[src/rtl/lr_receiver_pkg.sv]
// Shared defaults and FSM encoding for the LeakyRand receiver stage.
package lr_receiver_pkg;

  localparam int          LR_STR_LEN     = 64;
  localparam int          LR_LOG_STR_LEN = 6;
  localparam int          LR_LAT_W       = 8;
  localparam logic [7:0]  LR_THRESH      = 8'd100;

  typedef enum logic [1:0] {
    ST_IDLE = 2'd0,
    ST_RECV = 2'd1,
    ST_DONE = 2'd2
  } lr_state_e;

endpackage

[src/rtl/lr_receiver_if.sv]
// Sample stream in, decoded string out; master = sample source, slave = receiver.
interface lr_receiver_if
  import lr_receiver_pkg::*;
#(
  parameter int STR_LEN     = LR_STR_LEN,
  parameter int LOG_STR_LEN = LR_LOG_STR_LEN,
  parameter int LAT_W       = LR_LAT_W
) ();

  logic                   start;
  logic [LOG_STR_LEN-1:0] eos;
  logic                   sample_valid;
  logic [LAT_W-1:0]       sample_lat;
  logic                   sample_ready;
  logic [STR_LEN-1:0]     out_string;
  logic                   outstring_ready;
  logic [LOG_STR_LEN:0]   bit_idx;

  modport master (
    output start, eos, sample_valid, sample_lat,
    input  sample_ready, out_string, outstring_ready, bit_idx
  );

  modport slave (
    input  start, eos, sample_valid, sample_lat,
    output sample_ready, out_string, outstring_ready, bit_idx
  );

endinterface

[src/rtl/lr_bit_decoder.sv]
// Latency-to-bit decode; optional 3-sample majority vote under LR_RX_MAJORITY_EN.
module lr_bit_decoder
  import lr_receiver_pkg::*;
#(
  parameter int               LAT_W  = LR_LAT_W,
  parameter logic [LAT_W-1:0] THRESH = LAT_W'(LR_THRESH)
) (
  input  logic             clk,
  input  logic             rst,
  input  logic             i_clear,
  input  logic             i_accept,
  input  logic [LAT_W-1:0] i_lat,
  output logic             o_bit_valid,
  output logic             o_bit_val
);

  logic w_miss;
  assign w_miss = (i_lat > THRESH);

`ifdef LR_RX_MAJORITY_EN
  logic [1:0] r_vote_cnt;
  logic [1:0] r_ones_cnt;
  logic       w_third;

  assign w_third = i_accept && (r_vote_cnt == 2'd2);

  always_ff @(posedge clk) begin
    if (rst || i_clear || w_third) begin
      r_vote_cnt <= 2'd0;
      r_ones_cnt <= 2'd0;
    end else if (i_accept) begin
      r_vote_cnt <= r_vote_cnt + 2'd1;
      r_ones_cnt <= r_ones_cnt + {1'b0, w_miss};
    end
  end

  // Third sample's vote is folded in combinationally so the bit lands on that edge.
  assign o_bit_valid = w_third;
  assign o_bit_val   = (({1'b0, r_ones_cnt} + {2'b00, w_miss}) >= 3'd2);
`else
  logic w_unused;
  assign w_unused    = &{1'b0, clk, rst, i_clear};
  assign o_bit_valid = i_accept;
  assign o_bit_val   = w_miss;
`endif

endmodule

[src/rtl/lr_receiver.sv]
// LeakyRand receiver: fills out_string[eos..STR_LEN-1] from decoded latency samples.
// Build option: LR_RX_MAJORITY_EN (3-sample majority vote per bit).
//
//   state   | meaning
//   IDLE    | waiting for start, samples ignored
//   RECV    | accepting samples, writing bits at bit_idx
//   DONE    | string final and held, start re-arms
module lr_receiver
  import lr_receiver_pkg::*;
#(
  parameter int               STR_LEN     = LR_STR_LEN,
  parameter int               LOG_STR_LEN = LR_LOG_STR_LEN,
  parameter int               LAT_W       = LR_LAT_W,
  parameter logic [LAT_W-1:0] THRESH      = LAT_W'(LR_THRESH)
) (
  input  logic         clk,
  input  logic         rst,
  lr_receiver_if.slave bus
);

  lr_state_e            r_state;
  lr_state_e            w_state_nxt;
  logic [STR_LEN-1:0]   r_string;
  logic [LOG_STR_LEN:0] r_bit_idx;
  logic                 w_start_acc;
  logic                 w_accept;
  logic                 w_bit_valid;
  logic                 w_bit_val;
  logic                 w_last_bit;
  logic                 w_sample_ready;
  logic                 w_done;

  assign w_start_acc = bus.start && ((r_state == ST_IDLE) || (r_state == ST_DONE));
  assign w_accept    = bus.sample_valid && (r_state == ST_RECV);
  assign w_last_bit  = w_bit_valid && (r_bit_idx == (LOG_STR_LEN+1)'(STR_LEN-1));

  lr_bit_decoder #(
    .LAT_W  (LAT_W),
    .THRESH (THRESH)
  ) u_dec (
    .clk         (clk),
    .rst         (rst),
    .i_clear     (w_start_acc),
    .i_accept    (w_accept),
    .i_lat       (bus.sample_lat),
    .o_bit_valid (w_bit_valid),
    .o_bit_val   (w_bit_val)
  );

  always_ff @(posedge clk) begin
    if (rst) r_state <= ST_IDLE;
    else     r_state <= w_state_nxt;
  end

  always_comb begin
    w_state_nxt = r_state;
    case (r_state)
      ST_IDLE: if (bus.start)  w_state_nxt = ST_RECV;
      ST_RECV: if (w_last_bit) w_state_nxt = ST_DONE;
      ST_DONE: if (bus.start)  w_state_nxt = ST_RECV;
      default:                 w_state_nxt = ST_IDLE;
    endcase
  end

  always_comb begin
    w_sample_ready = 1'b0;
    w_done         = 1'b0;
    case (r_state)
      ST_RECV: w_sample_ready = 1'b1;
      ST_DONE: w_done         = 1'b1;
      default: ;
    endcase
  end

  // bit_idx only moves while in RECV, so the string is frozen in DONE.
  always_ff @(posedge clk) begin
    if (rst) begin
      r_string  <= '0;
      r_bit_idx <= '0;
    end else if (w_start_acc) begin
      r_string  <= '0;
      r_bit_idx <= {1'b0, bus.eos};
    end else if (w_bit_valid) begin
      r_string[r_bit_idx[LOG_STR_LEN-1:0]] <= w_bit_val;
      r_bit_idx                            <= r_bit_idx + 1'b1;
    end
  end

  assign bus.sample_ready    = w_sample_ready;
  assign bus.outstring_ready = w_done;
  assign bus.out_string      = r_string;
  assign bus.bit_idx         = r_bit_idx;

endmodule

[src/flat_wrapper.sv]
// flat-port wrapper written by rule: the top's interface ports become plain ports
module lr_receiver_flat import lr_receiver_pkg::*;
#(
  parameter int               STR_LEN     = LR_STR_LEN,
  parameter int               LOG_STR_LEN = LR_LOG_STR_LEN,
  parameter int               LAT_W       = LR_LAT_W,
  parameter logic [LAT_W-1:0] THRESH      = LAT_W'(LR_THRESH)
)
  (clk, rst, bus_start, bus_eos, bus_sample_valid, bus_sample_lat, bus_sample_ready, bus_out_string, bus_outstring_ready, bus_bit_idx);
  lr_receiver_if #(.STR_LEN(STR_LEN), .LOG_STR_LEN(LOG_STR_LEN), .LAT_W(LAT_W)) bus_i ();
  input  logic clk;
  input  logic rst;
  input wire logic [$bits(bus_i.start)-1:0] bus_start;
  input wire logic [$bits(bus_i.eos)-1:0] bus_eos;
  input wire logic [$bits(bus_i.sample_valid)-1:0] bus_sample_valid;
  input wire logic [$bits(bus_i.sample_lat)-1:0] bus_sample_lat;
  output wire logic [$bits(bus_i.sample_ready)-1:0] bus_sample_ready;
  output wire logic [$bits(bus_i.out_string)-1:0] bus_out_string;
  output wire logic [$bits(bus_i.outstring_ready)-1:0] bus_outstring_ready;
  output wire logic [$bits(bus_i.bit_idx)-1:0] bus_bit_idx;
  assign bus_i.start = bus_start;
  assign bus_i.eos = bus_eos;
  assign bus_i.sample_valid = bus_sample_valid;
  assign bus_i.sample_lat = bus_sample_lat;
  assign bus_sample_ready = bus_i.sample_ready;
  assign bus_out_string = bus_i.out_string;
  assign bus_outstring_ready = bus_i.outstring_ready;
  assign bus_bit_idx = bus_i.bit_idx;
  lr_receiver #(.STR_LEN(STR_LEN), .LOG_STR_LEN(LOG_STR_LEN), .LAT_W(LAT_W), .THRESH(THRESH)) u_core (.clk(clk), .rst(rst), .bus(bus_i));
endmodule
[config.mk]
export PLATFORM = sky130hd
export DESIGN_NAME = lr_receiver_flat
export DESIGN_NICKNAME = d
export VERILOG_FILES = /design/src/rtl/lr_receiver_pkg.sv /design/src/rtl/lr_receiver_if.sv /design/src/rtl/lr_bit_decoder.sv /design/src/rtl/lr_receiver.sv /design/src/flat_wrapper.sv
export SDC_FILE = /design/constraint.sdc
export NUM_CORES = 1
export LEC_CHECK = 0
export ABC_AREA = 1
export CAP_MARGIN = 0
export CORE_AREA = 10 10 106 155
export DETAILED_ROUTE_END_ITERATION = 16
export DIE_AREA = 0 0 116 165
export GPL_ROUTABILITY_DRIVEN = 0
export PLACE_DENSITY_LB_ADDON = 0.25
export SYNTH_ARGS = -nofsm -noshare
export SYNTH_HDL_FRONTEND = slang
export SYNTH_HIERARCHICAL = 1
export SYNTH_SLANG_ARGS = --single-unit
[constraint.sdc]
create_clock -name clk -period 1.7 [get_ports clk]
set_clock_uncertainty 0.05 [all_clocks]
set_input_delay 0.34 -clock clk [delete_from_list [all_inputs] [get_ports clk]]
set_output_delay 0.34 -clock clk [all_outputs]
set_load 0.02 [all_outputs]
==> results.yml, run 1 <==
placed_design:
  post_dp_cell_area_sq_mm: 0.00465
  place.port_buffers: 90
  post-dp-hpwl_um: 8590
global_routing:
  track_usage_pct: 12.0
  grt_pass1_vias: 3549
  grt_start_max_net_pins: 48
  antenna_found_initial: 0
  grt.overflow.total: 0
  grt_pass1_wl_um: 17900
min_path:
  min_path_type: "flop to flop"
detailed_routing:
  top_layer: "met4"
  drc: 0
  met1_length_um: 4280
  vias: 3519
  route.met2.wl_um: 5980
  drtIter0Drc: 126
  wl_met3_um: 725
  vias_per_cell: 4.55
  ant_nets: 0
  first_pass_iters: 4
  drt_wl_total_um: 11300
  drt-wirelength-per-cell_um: 14.6
synth:
  ys_ff_latch: 73
  synthTopCellsByArea: "dfxtp_1 44%, nor2_1 14%, nand2_1 13%"
  synth-seq-area-share_pct: 43.5
  async_flop_share_pct: 0
  yosys_warnings: 6
  avgSynthCellArea_sq_um: 6.76
  synth_top_family_by_area: "simple AND/OR/NAND/NOR gates"
  synthMuxAreaShare_pct: 0
  synth.net_count: 516
  synth_top_cell_area_share_pct: 43.5
  ys.flop_type: "dfxtp_1"
  synth_compound_area_share_pct: 8.16
  synth_cell_types: 27
  synthCells: 497
  netlist_area_sq_mm: 0.00336
  synthXorXnorAreaFrac_pct: 0.261
  yosysTopAreaCell: "dfxtp_1"
  synth-edff-count: 0
  synthSimpleGateAreaFrac_pct: 40.0
  synthAdderAreaFrac_pct: 0.372
sta:
  tightest_slew_ns: 0.334
  setup-violations-final: 0
  max_freq_mhz: 617
  maxSlewViolCount: 0
  slew_headroom_pct: 77.7
  period_share_pct: 95.4
  hold_viol_final: 0
  setup_tns_ns: 0
  fin_crit_ns: 1.62
  whs_ns: 0.408
floorplan:
  die_area_sq_mm: 0.0191
  core_area_sq_mm: 0.0135
  num_io_pins: 91
  rows: 52
  die_x_um: 116
  fp.dieH_um: 165
  start_util_pct: 24.8
final_layout:
  drive_gt1_share_pct: 13.4
  area_growth_pct: 50.1
  filler_cell_count: 1466
  stdcell_area_sq_mm: 0.00504
  post-route-util_pct: 37.3
  antennaDiodeCount: 0
  fin_nets: 626
power_and_ir_drop:
  peakVddDrop_mv: 0.370
  powerDensity_mw_per_mm2: 850
  p_leak_nw: 2.59
  finalPower_mw: 4.28
run:
  drv_cap: 0
clocking:
  worstSkewPairLatency_ns: 0.34
  clk_pin_slew_ns: 0.06
  cts_sinks: 73
  root_buffer: "clkbuf_16"
  cts_tree: "done"
  htreeDepth: 3
  cts_buffers: 9
  clockBufferDepth: 2
critical_path:
  critPathRequiredTime_ns: 1.91
  critPathKind: "flop to flop"
  worst_ep_arrival_time_ns: 1.83
  start_kind: "flop"
  crit_path_end_kind: "flop"
  path_max_fanout: 7
status:
  status: "complete, no violations"
-- area by class of cell --
class | instances | area [sq um] | share of cell area, %
clock buffer | 11 | 253 | 5.01
clock inverter | 5 | 77.6 | 1.54
tap | 162 | 203 | 4.02
sequential | 73 | 1460 | 29.0
timing repair buffer | 123 | 1270 | 25.1
multi-input combinational | 369 | 1660 | 32.9
inverter | 31 | 120 | 2.38
-- metal layers --
metal  vias to the layer above  track usage (%)
met2                        93             21.7
met5                         -                0
li1                       1805                -
met3                        20             3.81
met1                      1601             12.1
met4                         0             6.05
-- sequential cells by signal (all words and copies together), names as in the netlist --
register               cells
u_core/r_state             2
u_core/bus.out_string     64
u_core/bus.bit_idx         7
-- cells by family (layout without fill, tap and decap cells) --
logic type      after synthesis  in the layout
simple gates                313            313
flops                        73             73
buf+inv                      55            170
compound gates               54             54
fa+ha+maj                     1              1
xor+xnor                      1              1
-- synthesized netlist by cell type (7+ instances only) --
| master | number |
|---|---|
| nand2_1 | 114 |
| o21ai_1 | 7 |
| nor3_1 | 23 |
| nor2_1 | 125 |
| inv_1 | 20 |
| nand3_2 | 8 |
| dfxtp_1 | 73 |
| inv_2 | 10 |
| buf_2 | 12 |
| o21ai_0 | 15 |
| a21oi_1 | 30 |
| nand3_1 | 31 |
-- timing repair --
action | 4_1_cts | 5_1_grt
gates resized for setup | 46 | 35
pin swaps | 0 | 2
endpoints found under the setup margin | 46 | 62
hold buffers | 0 | 0
cloned | 0 | 1
buffers inserted | 0 | 1
-- cells in the final DEF, fill, tap and decap left out, types with 2 or more instances in the layout --
cell type / netlist / routed
bufinv_16: 0 / 2
a21oi_1: 30 / 29
nor3_4: 2 / 2
nand3_2: 8 / 8
nor3_1: 23 / 23
nand3_1: 31 / 31
nand4_1: 2 / 2
clkinvlp_4: 0 / 2
clkbuf_16: 0 / 10
buf_4: 6 / 25
clkbuf_8: 0 / 2
clkinv_2: 0 / 2
o21ai_1: 7 / 7
nor2_2: 4 / 6
nand2_1: 114 / 114
buf_12: 0 / 7
nor2_1: 125 / 123
inv_1: 20 / 19
dfxtp_1: 73 / 72
inv_2: 10 / 11
dlymetal6s2s_1: 0 / 28
clkdlybuf4s50_1: 0 / 16
o21ai_0: 15 / 15
dlygate4sd2_1: 0 / 45
-- path summary, 6_finish.rpt --
path                            slack, ns                                endpoint  cells past startpoint                                    from
worst min register to register       0.41  u_core/bus.out_string[55]$_SDFFE_PP0P_                      2  u_core/bus.out_string[55]$_SDFFE_PP0P_
worst min-delay path                 0.41  u_core/bus.out_string[55]$_SDFFE_PP0P_                      2  u_core/bus.out_string[55]$_SDFFE_PP0P_
worst max register to register       0.08   u_core/bus.out_string[3]$_SDFFE_PP0P_                      6      u_core/bus.bit_idx[0]$_SDFFE_PP0P_
worst max-delay path                 0.08   u_core/bus.out_string[3]$_SDFFE_PP0P_                      6      u_core/bus.bit_idx[0]$_SDFFE_PP0P_
-- worst max-delay path: stages (launching register included) --
cell,delay (ns)
dfxtp_1,0.47
buf_4,0.21
nand2_4,0.08
nor3_4,0.30
clkbuf_16,0.21
nand3_1,0.06
a21oi_1,0.14
-- metrics by stage --
step	cells	setup WS (ns)
2_1_floorplan	497	0.106
3_3_place_gp	756	-0.281
3_5_place_dp	756	-0.310
4_1_cts	772	0.000269
5_1_grt	774	-0.00477
6_report	774	0.0782
-- where the power goes --
part / internal [mW] / leakage (nW) / total [mW] / switching (mW)
Combinational: 0.176 / 1.84 / 0.461 / 0.285
Sequential: 1.73 / 0.589 / 1.75 / 0.0180
Clock: 1.36 / 0.162 / 2.08 / 0.718
No activity file was read; power rests on OpenSTA's default activity.
==> run 2, diff against run 1 <==
Settings changed: SETUP_SLACK_MARGIN set to 0.4, SKIP_CTS_REPAIR_TIMING set to 1.
==> results.yml, run 2 (same netlist as run 1, synthesis figures left out) <==
power_and_ir_drop:
  clockPowerShare_pct: 47.7
  p_leak_nw: 2.28
  seq_power_share_pct: 38.4
  p_sw_mw: 1.16
  combPwrFrac_pct: 13.8
  swShare_pct: 25.4
  power.internal_mw: 3.42
  powerDensity_mw_per_mm2: 807
  peakVddDrop_mv: 0.503
floorplan:
  die_area_sq_mm: 0.0191
  num_io_pins: 91
  rows: 52
  core_area_sq_mm: 0.0135
  fp.dieH_um: 165
  start_util_pct: 24.8
  die_x_um: 116
detailed_routing:
  drtIter0Drc: 137
  vias: 3669
  drc: 0
  drt_wl_total_um: 12500
  vias_per_cell: 4.61
  ant_nets: 0
  first_pass_iters: 4
  drt-wirelength-per-cell_um: 15.7
critical_path:
  crit_path_end_kind: "flop"
  critPathKind: "flop to flop"
  start_kind: "flop"
  worstSetupEndpoint: "u_core/bus.out_string[55]$_SDFFE_PP0P_"
  cp-startpoint: "u_core/r_state[1]$_SDFFE_PP0P_"
  reg2reg_from: "u_core/r_state[1]$_SDFFE_PP0P_"
  r2r_end: "u_core/bus.out_string[55]$_SDFFE_PP0P_"
  crit_slowest_cell: "dfxtp_2"
  worstPathCellList: "inv_2 > and3_4 > buf_12 > buf_12 > inv_8 > nor2_4 > clkbuf_16 > nand2_2 > nand2_1 > a21oi_1"
  path_max_fanout: 6
  slowest_delay_ns: 0.32
  worst_ep_arrival_time_ns: 1.71
  r2r_slack_ns: 0.17
  r2r_cells: 10
  path_common_cell: "buf_12"
  critPathRequiredTime_ns: 1.87
sta:
  rsz0062_at_grt: "true"
  whs_ns: 0.412
  slew_headroom_pct: 73.0
  max_freq_mhz: 652
  fin_crit_ns: 1.53
  period_share_pct: 90.2
  maxSlewViolCount: 0
  setup-violations-final: 0
  hold_viol_final: 0
  tightest_slew_ns: 0.404
final_layout:
  largest_reg_flops: 64
  post-route-util_pct: 41.9
  final_cell_mix: "99 x nand2_1, 92 x nor2_1, 65 x dfxtp_1"
  antennaDiodeCount: 0
  area_growth_pct: 69.0
  final_common_cell: "nand2_1"
  fin_nets: 648
  drive_gt1_share_pct: 44.0
global_routing:
  grt_pass1_vias: 3342
  grt_start_max_net_pins: 48
  antenna_found_initial: 0
  grt.overflow.total: 0
  track_usage_pct: 11.8
  grt_pass1_wl_um: 17400
clocking:
  cts_sinks: 73
  clockBufferDepth: 2
  cts_buffers: 9
  clk_pin_slew_ns: 0.06
  htreeDepth: 3
  worstSkewPairLatency_ns: 0.33
  cts_tree: "done"
  root_buffer: "clkbuf_16"
placed_design:
  place.port_buffers: 90
  post-dp-hpwl_um: 8150
run:
  drv_cap: 0
min_path:
  min_path_type: "flop to flop"
status:
  status: "complete, no violations"
run 2: cell types whose count changed in the layout (fill, tap and decap cells not counted), moves of 15 or more:
cell            change
nor3_2             +17
nor2_1             -31
nor3_1             -21
nand2_1            -15
dlymetal6s2s_1     -19
nor2_4             +28
clkbuf_2           +55
dlygate4sd2_1      -45
run 2: final cells by class:
class,instances,area [sq um]
fillers,1368,7860
multi-input cells,370,2230
flip-flops and latches,73,1490
repair buffers,144,1250
clock buffers,10,229
well taps,162,203
inverters,31,158
clock inverters,6,116
run 2: power groups by stage:
stage | combinational, mW | sequential, mW | clock [mW]
final | 0.633 | 1.76 | 2.19
after global routing | 0.683 | 1.77 | 2.30
after CTS | 0.438 | 1.77 | 2.23
after detailed placement | 0.436 | 1.80 | 0
after global placement | 0.432 | 1.80 | 0
after floorplan | 0.263 | 1.80 | 0
run 2: worst max-delay path: cells and delay by family (launching register included):
kind | cells | cell delay [ns]
buffers and inverters | 5 | 0.53
flip-flops | 1 | 0.32
AO/OA/AOI/OAI | 1 | 0.06
AND/OR/NAND/NOR | 4 | 0.47
run 2: worst min-delay path by stage:
stage | startpoint | end | slack [ns] | cells after the start
6_report | u_core/bus.out_string[61]$_SDFFE_PP0P_ | u_core/bus.out_string[61]$_SDFFE_PP0P_ | 0.41 | 2
5_1_grt | u_core/bus.out_string[63]$_SDFFE_PP0P_ | u_core/bus.out_string[63]$_SDFFE_PP0P_ | 0.43 | 2
4_1_cts | u_core/bus.out_string[11]$_SDFFE_PP0P_ | u_core/bus.out_string[11]$_SDFFE_PP0P_ | 0.41 | 2
3_5_place_dp | u_core/bus.out_string[11]$_SDFFE_PP0P_ | u_core/bus.out_string[11]$_SDFFE_PP0P_ | 0.41 | 2
3_3_place_gp | u_core/bus.out_string[63]$_SDFFE_PP0P_ | u_core/bus.out_string[63]$_SDFFE_PP0P_ | 0.41 | 2
2_1_floorplan | rst | u_core/bus.bit_idx[3]$_SDFFE_PP0P_ | 0.35 | 1
run 2: metal layers:
metal / routed length [um] / GRT usage, % / vias to the layer above
met1: 5030 / 12.7 / 1718
met5: 0 / 0 / -
met3: 599 / 3.23 / 20
li1: - / - / 1853
met2: 6490 / 19.9 / 78
met4: 365 / 7.36 / 0
run 2: stage by stage:
step	std cells	setup WS, ns	power (mW)	TNS, ns	cell area, sq um
3_5_place_dp	750	-0.295	2.24	-12.00	4680
5_1_grt	796	0.100	4.75	0	5680
3_3_place_gp	750	-0.262	2.24	-11.55	4680
4_1_cts	766	-0.239	4.44	-1.97	5030
2_1_floorplan	497	0.240	2.07	0	3520
6_report	796	0.166	4.58	0	5680
==> run 3, diff against run 2 <==
Settings changed: CORE_AREA 10 10 106 155 to 10 10 80 116, DIE_AREA 0 0 116 165 to 0 0 90 126.
==> results.yml, run 3 (same netlist as run 1, synthesis figures left out) <==
final_layout:
  antennaDiodeCount: 0
  area_growth_pct: 63.6
  final_common_cell: "nand2_1"
  fin_nets: 640
  drive_gt1_share_pct: 42.7
  post-route-util_pct: 76.6
  largest_reg_flops: 64
  final_cell_mix: "101 x nand2_1, 91 x nor2_1, 63 x dfxtp_1"
  stdcell_area_sq_mm: 0.00550
clocking:
  clockBufferDepth: 2
  htreeDepth: 3
  cts_sinks: 73
  worstSkewPairLatency_ns: 0.35
  clk_pin_slew_ns: 0.08
  cts_buffers: 9
  cts_tree: "done"
  root_buffer: "clkbuf_8"
power_and_ir_drop:
  peakVddDrop_mv: 0.577
  powerDensity_mw_per_mm2: 701
  finalPower_mw: 3.85
  p_leak_nw: 2.20
placed_design:
  post-dp-hpwl_um: 7140
  post_dp_cell_area_sq_mm: 0.00456
  dp_slack_ns: -0.279
  place.port_buffers: 90
global_routing:
  antenna_found_initial: 0
  grt_start_max_net_pins: 29
  grt_pass1_vias: 3369
  grt.overflow.total: 0
  track_usage_pct: 16.8
  grt_pass1_wl_um: 15900
detailed_routing:
  vias: 3953
  drt_wl_total_um: 12700
  drc: 0
  ant_nets: 0
  first_pass_iters: 6
  drtIter0Drc: 294
  vias_per_cell: 5.44
  drt-wirelength-per-cell_um: 17.6
floorplan:
  rows: 38
  core_area_sq_mm: 0.00718
  fp.dieH_um: 126
  num_io_pins: 91
  die_area_sq_mm: 0.0113
  start_util_pct: 46.8
  die_x_um: 90
min_path:
  holdCritStartpoint: "u_core/bus.out_string[61]$_SDFFE_PP0P_"
  min_path_type: "flop to flop"
  holdPathStages: 2
  hold_path_end: "u_core/bus.out_string[61]$_SDFFE_PP0P_"
status:
  status: "complete, no violations"
critical_path:
  critPathRequiredTime_ns: 1.90
  r2r_end: "u_core/bus.out_string[56]$_SDFFE_PP0P_"
  path_max_fanout: 6
  r2r_slack_ns: 0.14
  critPathKind: "flop to flop"
  reg2reg_from: "u_core/bus.bit_idx[1]$_SDFFE_PP0P_"
  worst_ep_arrival_time_ns: 1.76
  start_kind: "flop"
  r2r_cells: 8
  crit_path_end_kind: "flop"
sta:
  fin_crit_ns: 1.56
  setup_ws_ns: 0.139
  slew_headroom_pct: 81.9
  maxSlewViolCount: 0
  hold_viol_final: 0
  setup_tns_ns: 0
  setup-violations-final: 0
  rsz0062_at_grt: "true"
  period_share_pct: 91.8
  tightest_slew_ns: 0.272
  max_freq_mhz: 641
run:
  drv_cap: 0
[run 3: final cells by class]
cell class	count	area, sq um
fill	482	1680
multi-input combinational	369	2280
tap	100	125
clock inverter	4	51.3
clock buffer	12	155
timing repair buffer	134	1220
timing repair inverter	3	33.8
inverter	31	144
sequential	73	1490
[run 3: metal layers]
layer | track usage (%) | wire length, um | vias to the layer above
met3 | 6.18 | 930 | 52
met5 | 0 | 0 | -
met2 | 28.3 | 6540 | 209
li1 | - | - | 1835
met1 | 18.1 | 4680 | 1857
met4 | 8.27 | 596 | 0
[run 3: worst max path at each step]
stage,startpoint,endpoint,depth (start not counted)
after floorplan,bus_sample_valid,u_core/bus.out_string[29]$_SDFFE_PP0P_,9
after global placement,bus_sample_valid,u_core/bus.out_string[5]$_SDFFE_PP0P_,9
after detailed placement,bus_sample_valid,u_core/bus.out_string[37]$_SDFFE_PP0P_,9
after CTS,u_core/r_state[0]$_SDFFE_PP0P_,bus_sample_ready,3
after global routing,u_core/bus.bit_idx[3]$_SDFFE_PP0P_,u_core/r_state[1]$_SDFFE_PP0P_,7
final,u_core/bus.bit_idx[1]$_SDFFE_PP0P_,u_core/bus.out_string[56]$_SDFFE_PP0P_,8
[run 3: critical path, stage by stage, from the launching register on]
cell and delay, ns:
dfxtp_4 0.38, clkbuf_4 0.19, nor2_4 0.23, nand3_4 0.15, buf_12 0.16, inv_4 0.06
nand3_1 0.09, nand2_1 0.09, nor2_1 0.04
[run 3: power by group]
part | switching [mW] | internal [mW]
logic | 0.419 | 0.251
clock network | 0.667 | 0.759
registers | 0.0311 | 1.72
[run 3: per-stage QoR]
stage,hold WS (ns),std cells
finish,0.414,726
CTS,0.411,700
global placement,0.396,684
floorplan,0.352,497
global route,0.433,726
detailed placement,0.400,684
